[src/rtl/pll_clk_supervisor.sv]
// PLL lock supervisor: synchronises/filters lock, sequences a held system reset and
// generates phase-aligned clock-enable strobes. Optional macro CLK_SUP_LOSS_CNT_EN adds loss_count.
module pll_clk_supervisor #(
    parameter int                   NUM_CE      = 2,
    parameter logic [16*NUM_CE-1:0] CE_DIV      = {16'd9, 16'd45},
    parameter int                   RST_HOLD    = 1024,
    parameter int                   LOCK_FILT   = 8,
    parameter int                   SYNC_STAGES = 2
) (
    input  logic              clk,
    input  logic              reset,
    input  logic              lock,
    output logic              sys_rst,
    output logic              ready,
    output logic [NUM_CE-1:0] ce,
    output logic [1:0]        state
`ifdef CLK_SUP_LOSS_CNT_EN
    ,
    output logic [7:0]        loss_count
`endif
);

    localparam int MAXC = (RST_HOLD > LOCK_FILT) ? RST_HOLD : LOCK_FILT;
    localparam int CW   = $clog2(MAXC) + 1;
    localparam logic [CW-1:0] HOLD_LAST = CW'(RST_HOLD - 1);
    localparam logic [CW-1:0] FILT_LAST = CW'(LOCK_FILT - 1);

    typedef enum logic [1:0] {
        ST_WAIT_LOCK = 2'd0,
        ST_HOLD      = 2'd1,
        ST_RUN       = 2'd2,
        ST_LOST      = 2'd3
    } state_t;

    state_t                 r_state;
    logic                   r_sys_rst;
    logic                   r_ready;
    logic [CW-1:0]          r_hold_cnt;
    logic [CW-1:0]          r_filt_cnt;
    logic [SYNC_STAGES-1:0] r_sync;
    logic                   w_lock_s;
    logic                   w_loss;
    logic                   w_run_stay;
    logic [NUM_CE-1:0]      w_ce;

    always_ff @(posedge clk or posedge reset) begin
        if (reset) begin
            r_sync <= '0;
        end else begin
            r_sync <= {r_sync[SYNC_STAGES-2:0], lock};
        end
    end

    assign w_lock_s = r_sync[SYNC_STAGES-1];

    // The loss fires on the edge that samples the LOCK_FILT-th consecutive low.
    assign w_loss     = (r_state == ST_RUN) && !w_lock_s && (r_filt_cnt == FILT_LAST);
    assign w_run_stay = (r_state == ST_RUN) && !w_loss;

    always_ff @(posedge clk or posedge reset) begin
        if (reset) begin
            r_state    <= ST_WAIT_LOCK;
            r_sys_rst  <= 1'b1;
            r_ready    <= 1'b0;
            r_hold_cnt <= '0;
            r_filt_cnt <= '0;
        end else begin
            case (r_state)
                ST_WAIT_LOCK: begin
                    r_sys_rst  <= 1'b1;
                    r_ready    <= 1'b0;
                    r_hold_cnt <= '0;
                    r_filt_cnt <= '0;
                    if (w_lock_s) begin
                        r_state <= ST_HOLD;
                    end
                end
                ST_HOLD: begin
                    if (!w_lock_s) begin
                        r_state    <= ST_WAIT_LOCK;
                        r_hold_cnt <= '0;
                    end else if (r_hold_cnt == HOLD_LAST) begin
                        r_state    <= ST_RUN;
                        r_sys_rst  <= 1'b0;
                        r_ready    <= 1'b1;
                        r_hold_cnt <= '0;
                        r_filt_cnt <= '0;
                    end else begin
                        r_hold_cnt <= r_hold_cnt + 1'b1;
                    end
                end
                ST_RUN: begin
                    if (w_loss) begin
                        r_state    <= ST_LOST;
                        r_sys_rst  <= 1'b1;
                        r_ready    <= 1'b0;
                        r_filt_cnt <= '0;
                    end else if (!w_lock_s) begin
                        r_filt_cnt <= r_filt_cnt + 1'b1;
                    end else begin
                        r_filt_cnt <= '0;
                    end
                end
                ST_LOST: begin
                    r_state   <= ST_WAIT_LOCK;
                    r_sys_rst <= 1'b1;
                    r_ready   <= 1'b0;
                end
                default: begin
                    r_state <= ST_WAIT_LOCK;
                end
            endcase
        end
    end

`ifdef CLK_SUP_LOSS_CNT_EN
    logic [7:0] r_loss_cnt;

    always_ff @(posedge clk or posedge reset) begin
        if (reset) begin
            r_loss_cnt <= '0;
        end else if (w_loss && (r_loss_cnt != 8'hFF)) begin
            r_loss_cnt <= r_loss_cnt + 8'd1;
        end
    end

    assign loss_count = r_loss_cnt;
`endif

    // Dividers idle at 0 outside RUN so every channel starts in phase at RUN entry.
    genvar gi;
    generate
        for (gi = 0; gi < NUM_CE; gi++) begin : g_ce
            localparam logic [15:0] DIV = CE_DIV[16*gi +: 16];
            if (DIV == 16'd0) begin : g_off
                assign w_ce[gi] = 1'b0;
            end else begin : g_on
                logic [15:0] r_div_cnt;
                logic        r_ce;

                always_ff @(posedge clk or posedge reset) begin
                    if (reset) begin
                        r_div_cnt <= '0;
                        r_ce      <= 1'b0;
                    end else if (w_run_stay) begin
                        if (r_div_cnt == DIV - 16'd1) begin
                            r_div_cnt <= '0;
                            r_ce      <= 1'b1;
                        end else begin
                            r_div_cnt <= r_div_cnt + 16'd1;
                            r_ce      <= 1'b0;
                        end
                    end else begin
                        r_div_cnt <= '0;
                        r_ce      <= 1'b0;
                    end
                end

                assign w_ce[gi] = r_ce;
            end
        end
    endgenerate

    assign sys_rst = r_sys_rst;
    assign ready   = r_ready;
    assign ce      = w_ce;
    assign state   = r_state;

endmodule

[config.mk]
export PLATFORM = sky130hd
export DESIGN_NAME = pll_clk_supervisor
export DESIGN_NICKNAME = d
export VERILOG_FILES = /design/src/rtl/pll_clk_supervisor.sv
export SDC_FILE = /design/constraint.sdc
export NUM_CORES = 1
export LEC_CHECK = 0
export ABC_AREA = 1
export CORE_UTILIZATION = 45
export CTS_CLUSTER_DIAMETER = 200
export DETAILED_ROUTE_END_ITERATION = 8
export GPL_TIMING_DRIVEN = 1
export PLACE_DENSITY = 0.67
export SYNTH_ARGS = -nofsm -noshare
export SYNTH_HDL_FRONTEND = slang
export SYNTH_SLANG_ARGS = --single-unit
[constraint.sdc]
create_clock -name clk -period 2.35 [get_ports clk]
set_clock_uncertainty 0.1 [all_clocks]
set_input_delay 0.235 -clock clk [delete_from_list [all_inputs] [get_ports clk]]
set_output_delay 0.235 -clock clk [all_outputs]
set_load 0.02 [all_outputs]
Word-level counts from Yosys, hierarchy flattened
Cells that the tools add are included.
- output and inout port bits: 6
- register bits after elaboration: 62
- input port bits: 3
- logic and storage cells: 67
- eq/ne operators: 12
- mux-type cells: 29
- add/sub/neg operators: 4
- reduce and logical (&&, ||, !) cells: 12
- operator list (kind ; count):
    11-bit two-way mux ; 6
    16-bit two-way mux ; 4
    11-bit case mux with 3 select lines ; 1
    16-bit by 1-bit adder with 16-bit output, second input constant ; 2
    11-bit by 1-bit adder with 11-bit output, second input constant ; 2
    11-bit case mux with 2 select lines ; 1
    16-bit by 4-bit == test with 1-bit output, second input constant ; 1
    16-bit by 6-bit == test with 1-bit output, second input constant ; 1
    11-bit by 10-bit == test with 1-bit output, second input constant ; 1
    11-bit by 3-bit == test with 1-bit output, second input constant ; 1
    1-bit two-way mux ; 10
    3-bit AND reduction ; 3
    2-bit two-way mux ; 4
    2-bit != test, second input constant ; 4
    2-bit case mux with 4 select lines ; 1
    1-bit case mux with 3 select lines ; 2
    2-bit == test, second input constant ; 2
    1-bit logical AND ; 3
    3-bit != test, second input constant ; 1
    3-bit nonzero test ; 1
    2-bit by 1-bit == test with 1-bit output, second input constant ; 1
    1-bit logical NOT ; 2
    2-bit logical NOT ; 1
    2-bit nonzero test ; 1
    2-bit OR reduction ; 1

Logic depth before layout (Yosys ltp)
- word-level depth: 6
- depth in mapped cells: 11
- mapped depth without buffers: 10

Least setup slack after synthesis
Ideal clock, no wire load.
- path type: register to register
- start point: reg r_filt_cnt[0]
- end point: reg g_ce[0].g_on.r_div_cnt[12]
- clock period less this slack: 1.620 ns
- required time: 2.132 ns
- cell stages (with the launch flop): 11
- data arrival time: 1.402 ns
- path buffers: 2
- setup slack: 0.730 ns
- setup time: 0.118 ns
- cell sequence: dfrtp_1 ha_1 nand2_2 inv_2 nand2_1 nor2_1 nand2_1 nand2_1 buf_6 buf_6 nor2_1
- longest elaborated chain between the ends: 5
- ends and longest elaborated chain (item ; RTL line ; RTL):
    start: declaration ; 39 ; logic [CW-1:0] r_filt_cnt;
    start signal: assignment ; 99 ; r_filt_cnt <= r_filt_cnt + 1'b1;
    11-bit by 3-bit == test with 1-bit output ; 57 ; assign w_loss = (r_state == ST_RUN) && !w_lock_s && (r_filt_cnt == FILT_LAST);
    1-bit logical AND ; 57 ;
    1-bit logical NOT ; 58 ; assign w_run_stay = (r_state == ST_RUN) && !w_loss;
    1-bit logical AND ; 58 ;
    16-bit two-way mux ; 145 ; end else if (w_run_stay) begin
    end signal: assignment ; 150 ; r_div_cnt <= r_div_cnt + 16'd1;
    end: declaration ; 138 ; logic [15:0] r_div_cnt;
Every way passes these cells.
A chain may end at the register's enable or synchronous reset.

==> metrics.csv <==
metric;value;unit
status;complete, no violations;
die span in y;90.61;um
CP peak stage delay;0.71;ns
multi-input logic area;1723;sq um
largest net degree at the start of global routing;39;
die footprint;8210;sq um
Layout fillers;712;
Worst Setup Start Kind;flip-flop;
asr flop ratio synth;100.0;%
row count;31;
Post-Syn Area;3533;sq um
ranking of synthesized cells by area;dfrtp_1, nand2_1, nor2_1;
R2R Path Start;r_filt_cnt[0]$_DFFE_PP0P_;
Starting Density;47.69;%
DP HPWL;5046;um
CTS tree;yes;
I/O Buffers;8;
clk root buf;clkbuf_8;
die extent in x;90.61;um
Power per Cell Area;613.2;nW/um^2
Yosys reg bits;62;
final sum of negative setup slack;0;ns
register area share after synthesis;43.94;%
Rel. slew slack;61.37;%
clock transition at the registers of the reported paths;0.07;ns
Layout area overhead;10.69;%
Final Setup Violations;0;
Final Slew Violations;0;
register area;1553;sq um
Final Hold Viols;0;
Synth top area share;43.20;%
Min-Delay Path Class;in -> async;
max-cap violation count;0;
vias in the first global route;2991;
CTS Buffer Depth;2;
layout cell share with drive strength beyond 1;5.964;%
R2R depth;11;
capturing point of the worst reg2reg path;ready$_DFFE_PP0P_;
GR Overflow Total;0;
commonest cells in the netlist;nand2_1, nor2_1, dfrtp_1;
WP data arrival;1.69;ns
Crit-path slowest cell;clkdlybuf4s50_1;
Via Count;3050;
crit path capture type;output port;
CP max FO;14;
first-pass GRT wire length;12970;um
GRT Overall Usage;19.23;%
count leader, synth;nand2_1;
post-synthesis instance total;487;
CTS Sinks;62;
leading area contributor after synthesis;dfrtp_1;
Unique masters post-synth;28;
Final #Nets;507;
pin slew with the least headroom to its limit;0.5787;ns
total leakage power;1.727;nW
clk_lat worst skew;0.34;ns
reg2reg setup slack;0.41;ns
drt pass-1 iters;4;
crit path time final;2.029;ns
Mapped Nets;496;
Boundary Pins;9;
gpl congestion;0.8852;
postcts setup bufs;0;
YS warnings;0;
# hold bufs at CTS;0;
Antenna Nets Post-Route;0;
WS Path Type;reg -> out;
H-tree depth;3;
CP top delay family;buffers and inverters;
Top FF cell, synth;dfrtp_1;
fin crit share;86.33;%
Req. time, crit path;2.02;ns
TritonCTS Buffers;9;
WL final;7011;um
drt drc;0;
vias per cell;5.066;
worst-path cell chain;clkdlybuf4s50_1;
initial antenna violation count;0;
per-cell routed wire length;11.65;um
WP buf/inv;1;
Max VDD drop;0.5741;mV
DR iter-0 viols;174;
Post-synth EDFFs;0;
Syn Area/Cell;7.255;sq um
number of diodes;0;
core area;7408;sq um
fmax;0.4929;GHz
unrepaired setup endpoints after global routing;false;
Finished Core Util;52.80;%
post_cts resized;0;
==> cell usage in the layout, fill, tap and decap left out, types with 2 or more instances in the layout <==
cell	n
nand2_1	136
nor2_1	98
dfrtp_1	61
inv_1	44
nand3_1	41
nand4_1	20
xor2_1	18
nor3_1	16
clkbuf_8	11
o21ai_0	9
clkdlybuf4s50_1	8
ha_1	6
or2_2	4
xnor2_1	4
inv_2	3
a21oi_1	3
nor3b_1	3
clkinv_2	3
buf_12	2
buf_4	2
==> power breakdown <==
group          total (mW)  internal, mW  leakage (nW)  switching, mW
clock network       0.955         0.543         0.106          0.412
registers            1.15          1.11         0.854         0.0396
logic               0.296         0.102         0.767          0.193
total                2.40          1.75          1.73          0.645
==> through the flow <==
stage / area (sq um) / worst slack [ns] / cells / power, mW / hold slack [ns]
finish: 3911 / 0.3212 / 602 / 2.398 / 0.1783
global route: 3911 / 0.1618 / 602 / 2.517 / 0.2363
CTS: 3911 / 0.3125 / 602 / 2.426 / 0.1884
detailed placement: 3711 / 0.4186 / 586 / 1.462 / 0.2405
global placement: 3711 / 0.4894 / 586 / 1.460 / 0.2365
floorplan: 3533 / 0.4753 / 487 / 1.352 / 0.1664
==> per-layer routing <==
metal	GRT usage [%]	vias to the layer above	routed length, um
li1	-	1571	-
met1	25.54	1416	3496
met2	30.68	55	3219
met3	3.956	8	224
met4	7.527	0	71
met5	0	-	0
==> sequential cells by signal (all words and copies together), names as in the netlist, named ones only <==
signal / count
state: 1
r_filt_cnt: 11
g_ce.g_on.r_div_cnt: 32
r_sync: 2
ready: 1
sys_rst: 1
r_hold_cnt: 11
g_ce.g_on.r_ce: 2
==> cell families (layout without fill, tap and decap cells) <==
group | Yosys count | after routing | share of synthesized area, %
XOR/XNOR | 22 | 22 | 5.453
buffers and inverters | 59 | 75 | 7.294
flip-flops | 62 | 62 | 43.94
AO/OA/AOI/OAI | 15 | 15 | 2.302
AND/OR/NAND/NOR | 323 | 323 | 38.88
adder cells (fa/ha/maj) | 6 | 6 | 2.125
==> final cells by class <==
cell class,instances,area share [%]
inverter,47,4.511
timing repair buffer,12,3.455
sequential,62,39.70
clock inverter,4,1.152
multi-input combinational,366,44.05
clock buffer,12,3.967
tap,99,3.167
==> worst max-delay path by stage <==
stage | start | end | depth (start not counted)
floorplan | reset | asynchronous set/reset pin | 1
global placement | r_filt_cnt[0]$_DFFE_PP0P_ | ready$_DFFE_PP0P_ | 11
detailed placement | r_filt_cnt[0]$_DFFE_PP0P_ | ready$_DFFE_PP0P_ | 11
CTS | flip-flop | state[1] | 1
global route | r_filt_cnt[0]$_DFFE_PP0P_ | ready$_DFFE_PP0P_ | 11
finish | flip-flop | state[1] | 1
Note: power is estimated with default switching activity, not from simulation.
